==> src/rtl/mem_stage_pkg.sv <==
// Shared encodings for the MEM-stage responder: FSM states, operation codes
// and the wait-counter width.
package mem_stage_pkg;

  typedef enum logic [1:0] {
    S_IDLE   = 2'd0,
    S_ACCESS = 2'd1,
    S_DONE   = 2'd2
  } state_t;

  typedef enum logic [1:0] {
    OP_NONE  = 2'b00,
    OP_LOAD  = 2'b01,
    OP_STORE = 2'b10,
    OP_RSVD  = 2'b11
  } op_t;

  localparam int CTR_W = 8;

  function automatic logic is_mem_op(input logic [1:0] op);
    return (op == OP_LOAD) || (op == OP_STORE);
  endfunction

endpackage

==> src/rtl/mem_wait_ctr.sv <==
// Saturating 8-bit wait counter for the MEM stage; expired_o flags the cycle
// whose increment brings the count to TIMEOUT.
module mem_wait_ctr
  import mem_stage_pkg::*;
#(
  parameter int TIMEOUT = 15
) (
  input  logic clk,
  input  logic rst_n,
  input  logic clr_i,
  input  logic en_i,
  output logic expired_o
);

  localparam logic [CTR_W-1:0] TIMEOUT_CNT = CTR_W'(TIMEOUT);

  logic [CTR_W-1:0] cnt_q, cnt_d;

  // NOTE: every always_comb output gets a default first so no path can infer a latch.
  always_comb begin
    cnt_d = cnt_q;
    if (clr_i) begin
      cnt_d = '0;
    end else if (en_i && (cnt_q != {CTR_W{1'b1}})) begin
      cnt_d = cnt_q + {{(CTR_W-1){1'b0}}, 1'b1};
    end
  end

  // Looking at cnt_d lets the FSM abort on the edge that completes the
  // TIMEOUT-th wait cycle rather than one cycle later.
  assign expired_o = (cnt_d == TIMEOUT_CNT);

  // NOTE: sequential state uses non-blocking assignments so all flops update together.
  always_ff @(posedge clk or negedge rst_n) begin
    if (!rst_n) begin
      cnt_q <= '0;
    end else begin
      cnt_q <= cnt_d;
    end
  end

endmodule

==> src/rtl/mem_stage_responder.sv <==
// MEM-stage responder: turns an enmem pulse into a req/ack data-memory access.
// Optional access timeout is enabled by defining MEM_STAGE_TIMEOUT_EN.
module mem_stage_responder
  import mem_stage_pkg::*;
#(
  parameter int ADDR_W  = 8,
  parameter int DATA_W  = 16,
  parameter int TIMEOUT = 15
) (
  input  logic              clk,
  input  logic              rst_n,
  input  logic              enmem,
  input  logic [1:0]        op,
  input  logic [ADDR_W-1:0] addr,
  input  logic [DATA_W-1:0] wdata,
  output logic              mem_req,
  output logic              mem_we,
  output logic [ADDR_W-1:0] mem_addr,
  output logic [DATA_W-1:0] mem_wdata,
  input  logic [DATA_W-1:0] mem_rdata,
  input  logic              mem_ack,
  output logic [DATA_W-1:0] rdata_out,
  output logic              done,
  output logic              stall,
  output logic              err_timeout,
  output logic              err_overrun
);

  if (TIMEOUT < 1 || TIMEOUT > 255) begin : g_bad_timeout
    $error("mem_stage_responder: TIMEOUT must be in 1..255");
  end

  state_t            state_q;
  logic              mem_req_q;
  logic              mem_we_q;
  logic [ADDR_W-1:0] mem_addr_q;
  logic [DATA_W-1:0] mem_wdata_q;
  logic [DATA_W-1:0] rdata_q;
  logic              done_q;
  logic              err_timeout_q;
  logic              err_overrun_q;
  logic              start_access;
  logic              timeout_hit;

  assign start_access = (state_q == S_IDLE) && enmem && is_mem_op(op);
  assign stall        = start_access || (state_q == S_ACCESS);

`ifdef MEM_STAGE_TIMEOUT_EN
  mem_wait_ctr #(
    .TIMEOUT(TIMEOUT)
  ) u_wait_ctr (
    .clk      (clk),
    .rst_n    (rst_n),
    .clr_i    (state_q != S_ACCESS),
    .en_i     (state_q == S_ACCESS),
    .expired_o(timeout_hit)
  );
`else
  assign timeout_hit = 1'b0;
`endif

  // NOTE: the data-path registers are reset too, because rdata_out and the
  // request fields must read 0 straight out of reset.
  always_ff @(posedge clk or negedge rst_n) begin
    if (!rst_n) begin
      state_q       <= S_IDLE;
      mem_req_q     <= 1'b0;
      mem_we_q      <= 1'b0;
      mem_addr_q    <= '0;
      mem_wdata_q   <= '0;
      rdata_q       <= '0;
      done_q        <= 1'b0;
      err_timeout_q <= 1'b0;
      err_overrun_q <= 1'b0;
    end else begin
      done_q        <= 1'b0;
      err_timeout_q <= 1'b0;
      err_overrun_q <= 1'b0;
      unique case (state_q)
        S_IDLE: begin
          if (enmem) begin
            if (is_mem_op(op)) begin
              mem_req_q   <= 1'b1;
              mem_we_q    <= (op == OP_STORE);
              mem_addr_q  <= addr;
              mem_wdata_q <= wdata;
              state_q     <= S_ACCESS;
            end else begin
              done_q  <= 1'b1;
              state_q <= S_DONE;
            end
          end
        end
        S_ACCESS: begin
          err_overrun_q <= enmem;
          // An ack that lands on the expiry cycle still completes normally.
          if (mem_ack) begin
            mem_req_q <= 1'b0;
            if (!mem_we_q) rdata_q <= mem_rdata;
            done_q  <= 1'b1;
            state_q <= S_DONE;
          end else if (timeout_hit) begin
            mem_req_q     <= 1'b0;
            err_timeout_q <= 1'b1;
            done_q        <= 1'b1;
            state_q       <= S_DONE;
          end
        end
        S_DONE: begin
          err_overrun_q <= enmem;
          state_q       <= S_IDLE;
        end
        default: state_q <= S_IDLE;
      endcase
    end
  end

  assign mem_req     = mem_req_q;
  assign mem_we      = mem_we_q;
  assign mem_addr    = mem_addr_q;
  assign mem_wdata   = mem_wdata_q;
  assign rdata_out   = rdata_q;
  assign done        = done_q;
  assign err_timeout = err_timeout_q;
  assign err_overrun = err_overrun_q;

endmodule

==> config.mk <==
export PLATFORM = sky130hd
export DESIGN_NAME = mem_stage_responder
export DESIGN_NICKNAME = d
export VERILOG_FILES = /design/src/rtl/mem_stage_pkg.sv /design/src/rtl/mem_wait_ctr.sv /design/src/rtl/mem_stage_responder.sv
export SDC_FILE = /design/constraint.sdc
export NUM_CORES = 1
export LEC_CHECK = 0
export CAP_MARGIN = 30
export CORE_MARGIN = 5
export CORE_UTILIZATION = 43
export DETAILED_ROUTE_END_ITERATION = 8
export GPL_TIMING_DRIVEN = 1
export PLACE_DENSITY = 0.94
export SYNTH_ARGS = -nofsm -noshare
export SYNTH_HDL_FRONTEND = slang
export SYNTH_SLANG_ARGS = --single-unit
==> constraint.sdc <==
create_clock -name clk -period 4.2 [get_ports clk]
set_input_delay 0.63 -clock clk [delete_from_list [all_inputs] [get_ports clk]]
set_output_delay 0.63 -clock clk [all_outputs]
set_load 0.02 [all_outputs]
==> impl_results.md, run 1 <==
- Main synth FF type: dfrtp_1
- First-pass GRT wire length: 7.45 mm
- Core area: 0.00429 mm2
- Antenna-violating nets left: 0
- Crit-path max cell delay: 600 ps
- DRT Pass-1 Iters: 4
- Most frequent cell on the critical path: clkdlybuf4s50_1
- Via count: 1304
- Slew headroom: 40.6%
- GP Congestion: 0.718
- H-tree depth: 2
- Synth cell types: 23
- Tmin final: 3040 ps
- Clock Sink Count: 46
- Post-Place Cells: 258
- Final Core Density: 67.2%
- Critical Path Start Type: input pin
- Starting density of the core: 43.6%
- Crit-path max FO: 3
- Layout cells sized above 1: 24.9%
- Max_cap viols: 0
- Most frequent cell after synthesis: dfrtp_1
- Final period util: 72.3%
- Fraction of the yosys area taken by sequential cells: 61.5%
- Status: completed
- Synth-to-layout area growth: 54.1%
- Worst VDD drop: 0.363 mV
- Post-Layout Cell Count: 265
- GRT Util Overall: 16.6%
- Pwr dens: 746 mW/mm2
- Synthesized Nets: 168
- Final setup viols: 0
- Post-synth ARST share: 100%
- Clk pin slew, worst setup/hold paths: 80 ps
- Filler Cell Count: 316
- FMAX: 329 MHz
- Top cells by count, synth: dfrtp_1, mux2_2, mux2_4, inv_1
- Clk_skew: 4.88 ps
- Post-synth top area cell: dfrtp_1
- I/O Pins: 92
- Max clock buf depth: 2
- Dominant cells by area after synthesis: dfrtp_1, mux2_2, mux2_4, ha_1, buf_12
- DRC errors left: 0
- Routed vias/inst: 4.92
- Setup Fix Bufs, Post-CTS: 0
- Syn Inst Count: 119
- Num CTS Buffers: 5
- Width of the die: 76 um
- Skew-Pair Late Insertion Delay: 290 ps
- Initial antenna violation count: 0
- Hold bufs inserted after CTS: 0
- Worst-Margin Slew: 891 ps
- Clock root buffer: clkbuf_8
- WP data required: 3570 ps
- Max Slew Vio Count: 0
- Crit path DAT: 2410 ps
- Slowest CP cell: clkdlybuf4s50_1
- Synthesized area per cell: 15.7 um2
- Nets: 262
- Synth Register Bits: 46
- IO buf count: 90
- Pin count of the biggest net entering global routing: 28
- Die Footprint: 0.00578 mm2
- Detailed Place HPWL: 3.75 mm
- Vias in the first global route: 1362
- Overflow after GRT: 0
- Type of the worst setup path: in2out
- Number of synthesized flops with an enable pin: 0
- YS warnings: 0
- Post-CTS sizing: 0
- Hold WS: 290 ps
- DR iter-0 viols: 61
- Cell area after synthesis: 0.00187 mm2
- Site Rows: 24
- Sum Neg Setup Slack: 0 ps
- R2R Path Start: state_q[0]
- CP Capture Type: primary output
- Synth top area share: 61.5%
- CTS tree: built
- RSZ-0062 raised after global routing: false
- Routed len/inst: 17.7 um
- Critical path, cell by cell: clkdlybuf4s50_1 -> inv_1 -> ha_1 -> and2b_1 -> nand2_2 -> nand2b_2 -> clkdlybuf4s50_1
- Die Y: 76 um
- CP Launch Point: op[0]
- Final Hold Vio Count: 0
- Ant diodes: 0
- Tightest Hold Check Type: in2async
- Final wirelength: 4.68 mm
- P_leak: 0.00128 uW
-- worst max-delay path: cells and delay by family --
family | cells | cell delay (ps)
buf+inv | 3 | 1090
simple gates | 3 | 370
fa+ha+maj | 1 | 310
-- power breakdown --
group	leakage [uW]	switching [uW]	internal [uW]
sequential	0.000553	113	659
clock	0.0000383	133	115
combinational	0.000688	513	621
-- sequential cells by signal (all words and copies together) (netlist names) --
name and cells:
state_q 2, mem_we 1, mem_wdata 16, mem_addr 8
done 1, mem_req 1, rdata_out 16, err_overrun 1
-- routing by layer --
metal / vias to the layer above / track usage, % / routed length (um)
met2: 69 / 25.9 / 2280
met5: - / 0 / 0
li1: 593 / - / -
met4: 0 / 6.41 / 68
met3: 6 / 6.03 / 396
met1: 636 / 20.8 / 1940
-- stage by stage --
step | area, um2 | power (uW) | setup slack [ps]
2_1_floorplan | 1870 | 1360 | 1980
3_3_place_gp | 2790 | 1870 | 1190
3_5_place_dp | 2810 | 1930 | 1160
4_1_cts | 2890 | 2180 | 1150
5_1_grt | 2890 | 2270 | 1110
6_report | 2890 | 2150 | 1160
-- worst paths after layout --
path | to | slack, ps | cells after the start
max | stall | 1160 | 7
min | mem_addr[5] | 290 | 1
max reg2reg | rdata_out[11] | 2240 | 4
min reg2reg | mem_wdata[1] | 510 | 1
max in group asynchronous | mem_wdata[13] | 3400 | 2
min in group clk | mem_wdata[1] | 510 | 1
-- placed cells by master (no fill, tap or decap), types with 2 or more instances in the layout --
| cell | count |
|---|---|
| a21oi_1 | 3 |
| clkbuf_1 | 2 |
| clkbuf_8 | 5 |
| clkdlybuf4s50_1 | 89 |
| dfrtp_1 | 46 |
| ha_1 | 3 |
| inv_1 | 4 |
| mux2_2 | 31 |
| mux2_4 | 10 |
| nand2_1 | 2 |
| nand2_2 | 2 |
| nand2b_1 | 2 |
| nand3_1 | 2 |
-- cell families (layout without fill, tap and decap cells) --
logic type / Yosys count / count (layout) / share of synthesized area [%]
mux: 41 / 41 / 26.7
flops: 46 / 46 / 61.5
simple gates: 14 / 14 / 4.41
other cells: 1 / 1 / 0.200
fa+ha+maj: 3 / 3 / 2.00
buf+inv: 9 / 103 / 3.54
compound gates: 5 / 5 / 1.74
-- area by class of cell --
type                    instances  area, um2  area share (%)
multi-input cells              64        656            22.7
inverters                       4       15.0           0.520
clock buffers                   7       76.3            2.64
flip-flops and latches         46       1150            39.9
repair buffers                 92        923            32.0
well taps                      52       65.1            2.25
No activity file was read; power rests on OpenSTA's default activity.
==> run 2, diff against run 1 <==
Settings changed: CORE_UTILIZATION 43 to 36, PLACE_DENSITY 0.94 to 0.85.
Clock period 4.2 ns to 2.5 ns, I/O delays scaled along.
==> run 2 against run 1 <==
Sequential cell count is the same. Register-to-register slack got worse by 1700 ps. Combinational power up 65%. Critical path type unchanged. Critical endpoint unchanged.
==> impl_results.md, run 2 (synthesis results as in run 1) <==
- Max clock buf depth: 2 (unchanged)
- Layout cells sized above 1: 26.0% (+1.2 points)
- Antenna-violating nets left: 0 (unchanged)
- Skew-Pair Late Insertion Delay: 280 ps (about the same)
- Crit-path max FO: 2 (-1)
- Status: completed
- Num CTS Buffers: 5 (unchanged)
- Clk_skew: 3.10 ps (-1.78 ps)
- GRT Util Overall: 12.7% (-3.9 points)
- GP Congestion: 0.687 (-4.3%)
- Synth-to-layout area growth: 55.8%
- H-tree depth: 2 (unchanged)
- Critical Path Start Type: input pin
- Flop2flop setup slack: 520 ps (-1720 ps)
- RSZ-0062 raised after global routing: false
- DRC errors left: 0 (unchanged)
- Total power: 3600 uW (+67%)
- Clock root buffer: clkbuf_8
- Hold WS: 56.0 ps (-234 ps)
- Worst VDD drop: 0.484 mV (+33%)
- Initial antenna violation count: 0 (unchanged)
- Crit path DAT: 1860 ps (-550 ps)
- Type of the worst setup path: in2out
- Slew headroom: 41.6% (+1.0 points)
- Commonest non-fill, non-tap cells in the layout: clkdlybuf4s50_1, dfrtp_1, mux2_2
- Clk pin slew, worst setup/hold paths: 80 ps (about the same)
- Final wirelength: 4.07 mm (-13%)
- Pwr dens: 1230 mW/mm2 (+65%)
- Site Rows: 26 (+8.3%)
- IO buf count: 90 (unchanged)
- Via count: 1263 (-3.1%)
- I/O Pins: 92 (unchanged)
- CP Capture Type: primary output
- Clock Sink Count: 46 (unchanged)
- FMAX: 447 MHz
- CTS tree: built
- Routed vias/inst: 4.43 (-9.9%)
- Core area: 0.00507 mm2 (+18%)
- Final period util: 89.4%
- DP Worst Slack: -9.51 ps (-1170 ps)
- Tightest Hold Check Type: in2async
- Worst-Margin Slew: 876 ps (-15.6 ps)
- Die Footprint: 0.00675 mm2 (+17%)
- DR iter-0 viols: 11 (-82%)
- Starting density of the core: 36.9% (-6.7 points)
- Final Core Density: 57.5% (-9.7 points)
- Final instance area: 0.00292 mm2 (+1.1%)
- Pin count of the biggest net entering global routing: 26 (-7.1%)
- P_leak: 0.00129 uW (+1.1%)
- Detailed Place HPWL: 3.19 mm (-15%)
- Overflow after GRT: 0 (unchanged)
- Area after DPL: 0.00283 mm2 (+0.62%)
- Setup ws final: 264 ps (-899 ps)
- WP data required: 2120 ps (-1450 ps)
- Vias in the first global route: 1351 (-0.81%)
- Die Y: 82.1 um (+8.1%)
- DRT Pass-1 Iters: 4 (unchanged)
- Nets: 263 (+0.38%)
- First-pass GRT wire length: 6.44 mm (-14%)
- Ant diodes: 0 (unchanged)
- Max_cap viols: 0 (unchanged)
- Width of the die: 82.1 um (+8.1%)
- Tmin final: 2240 ps
- Final Hold Vio Count: 0 (unchanged)
- Final setup viols: 0 (unchanged)
- Max Slew Vio Count: 0 (unchanged)
- Filler Cell Count: 446 (+41%)
- Most common cell after layout, fill and taps aside: clkdlybuf4s50_1
- Hold bufs inserted after CTS: 0 (unchanged)
- Routed len/inst: 14.3 um (-19%)
==> run 2: final timing paths <==
kind	from	to	cells after the start
worst max register to register	state_q[1]	rdata_out[0]	5
worst max-delay path	op[0]	stall	7
min in group clk	mem_wdata[0]	mem_wdata[0]	1
max in group asynchronous	rst_n	mem_wdata[8]	2
worst min-delay path	rst_n	mem_we	1
worst min register to register	mem_wdata[0]	mem_wdata[0]	1
==> run 2: worst max-delay path, stage by stage <==
cell	delay (ps)
clkdlybuf4s50_1	460
inv_1	40
ha_1	290
and2b_1	230
nand2_2	70
nand2b_2	70
dlygate4sd2_1	320
==> run 2: through the flow <==
step | TNS [ps] | instances
2_1_floorplan | 0 | 119
3_3_place_gp | 0 | 277
3_5_place_dp | -9.51 | 277
4_1_cts | 0 | 285
5_1_grt | 0 | 285
6_report | 0 | 285
==> run 2: power by group <==
part / internal, uW / switching [uW]
combinational: 1040 / 836
sequential: 1110 / 174
clock: 223 / 224
==> run 2: layout make-up <==
cell class	instances	area, um2	area share [%]
Multi-Input combinational cell	64	656	22.5
Inverter	4	15.0	0.515
Clock inverter	1	5.00	0.172
Clock buffer	7	86.3	2.96
Tap cell	70	87.6	3.00
Timing Repair Buffer	93	917	31.4
Sequential cell	46	1150	39.5
==> run 2: metal layers <==
layer,share of wire (%),GRT usage [%]
met3,7.4,4.01
met4,0.30,2.99
met5,0,0
met2,52,22.4
met1,40,15.1
==> run 2: what timing repair did <==
| item | CTS | global route |
|---|---|---|
| setup buffers | 0 | 0 |
| endpoints found under the setup margin | 1 | 0 |
| resized for setup | 1 | 0 |
| endpoints found under the hold margin | 0 | 0 |
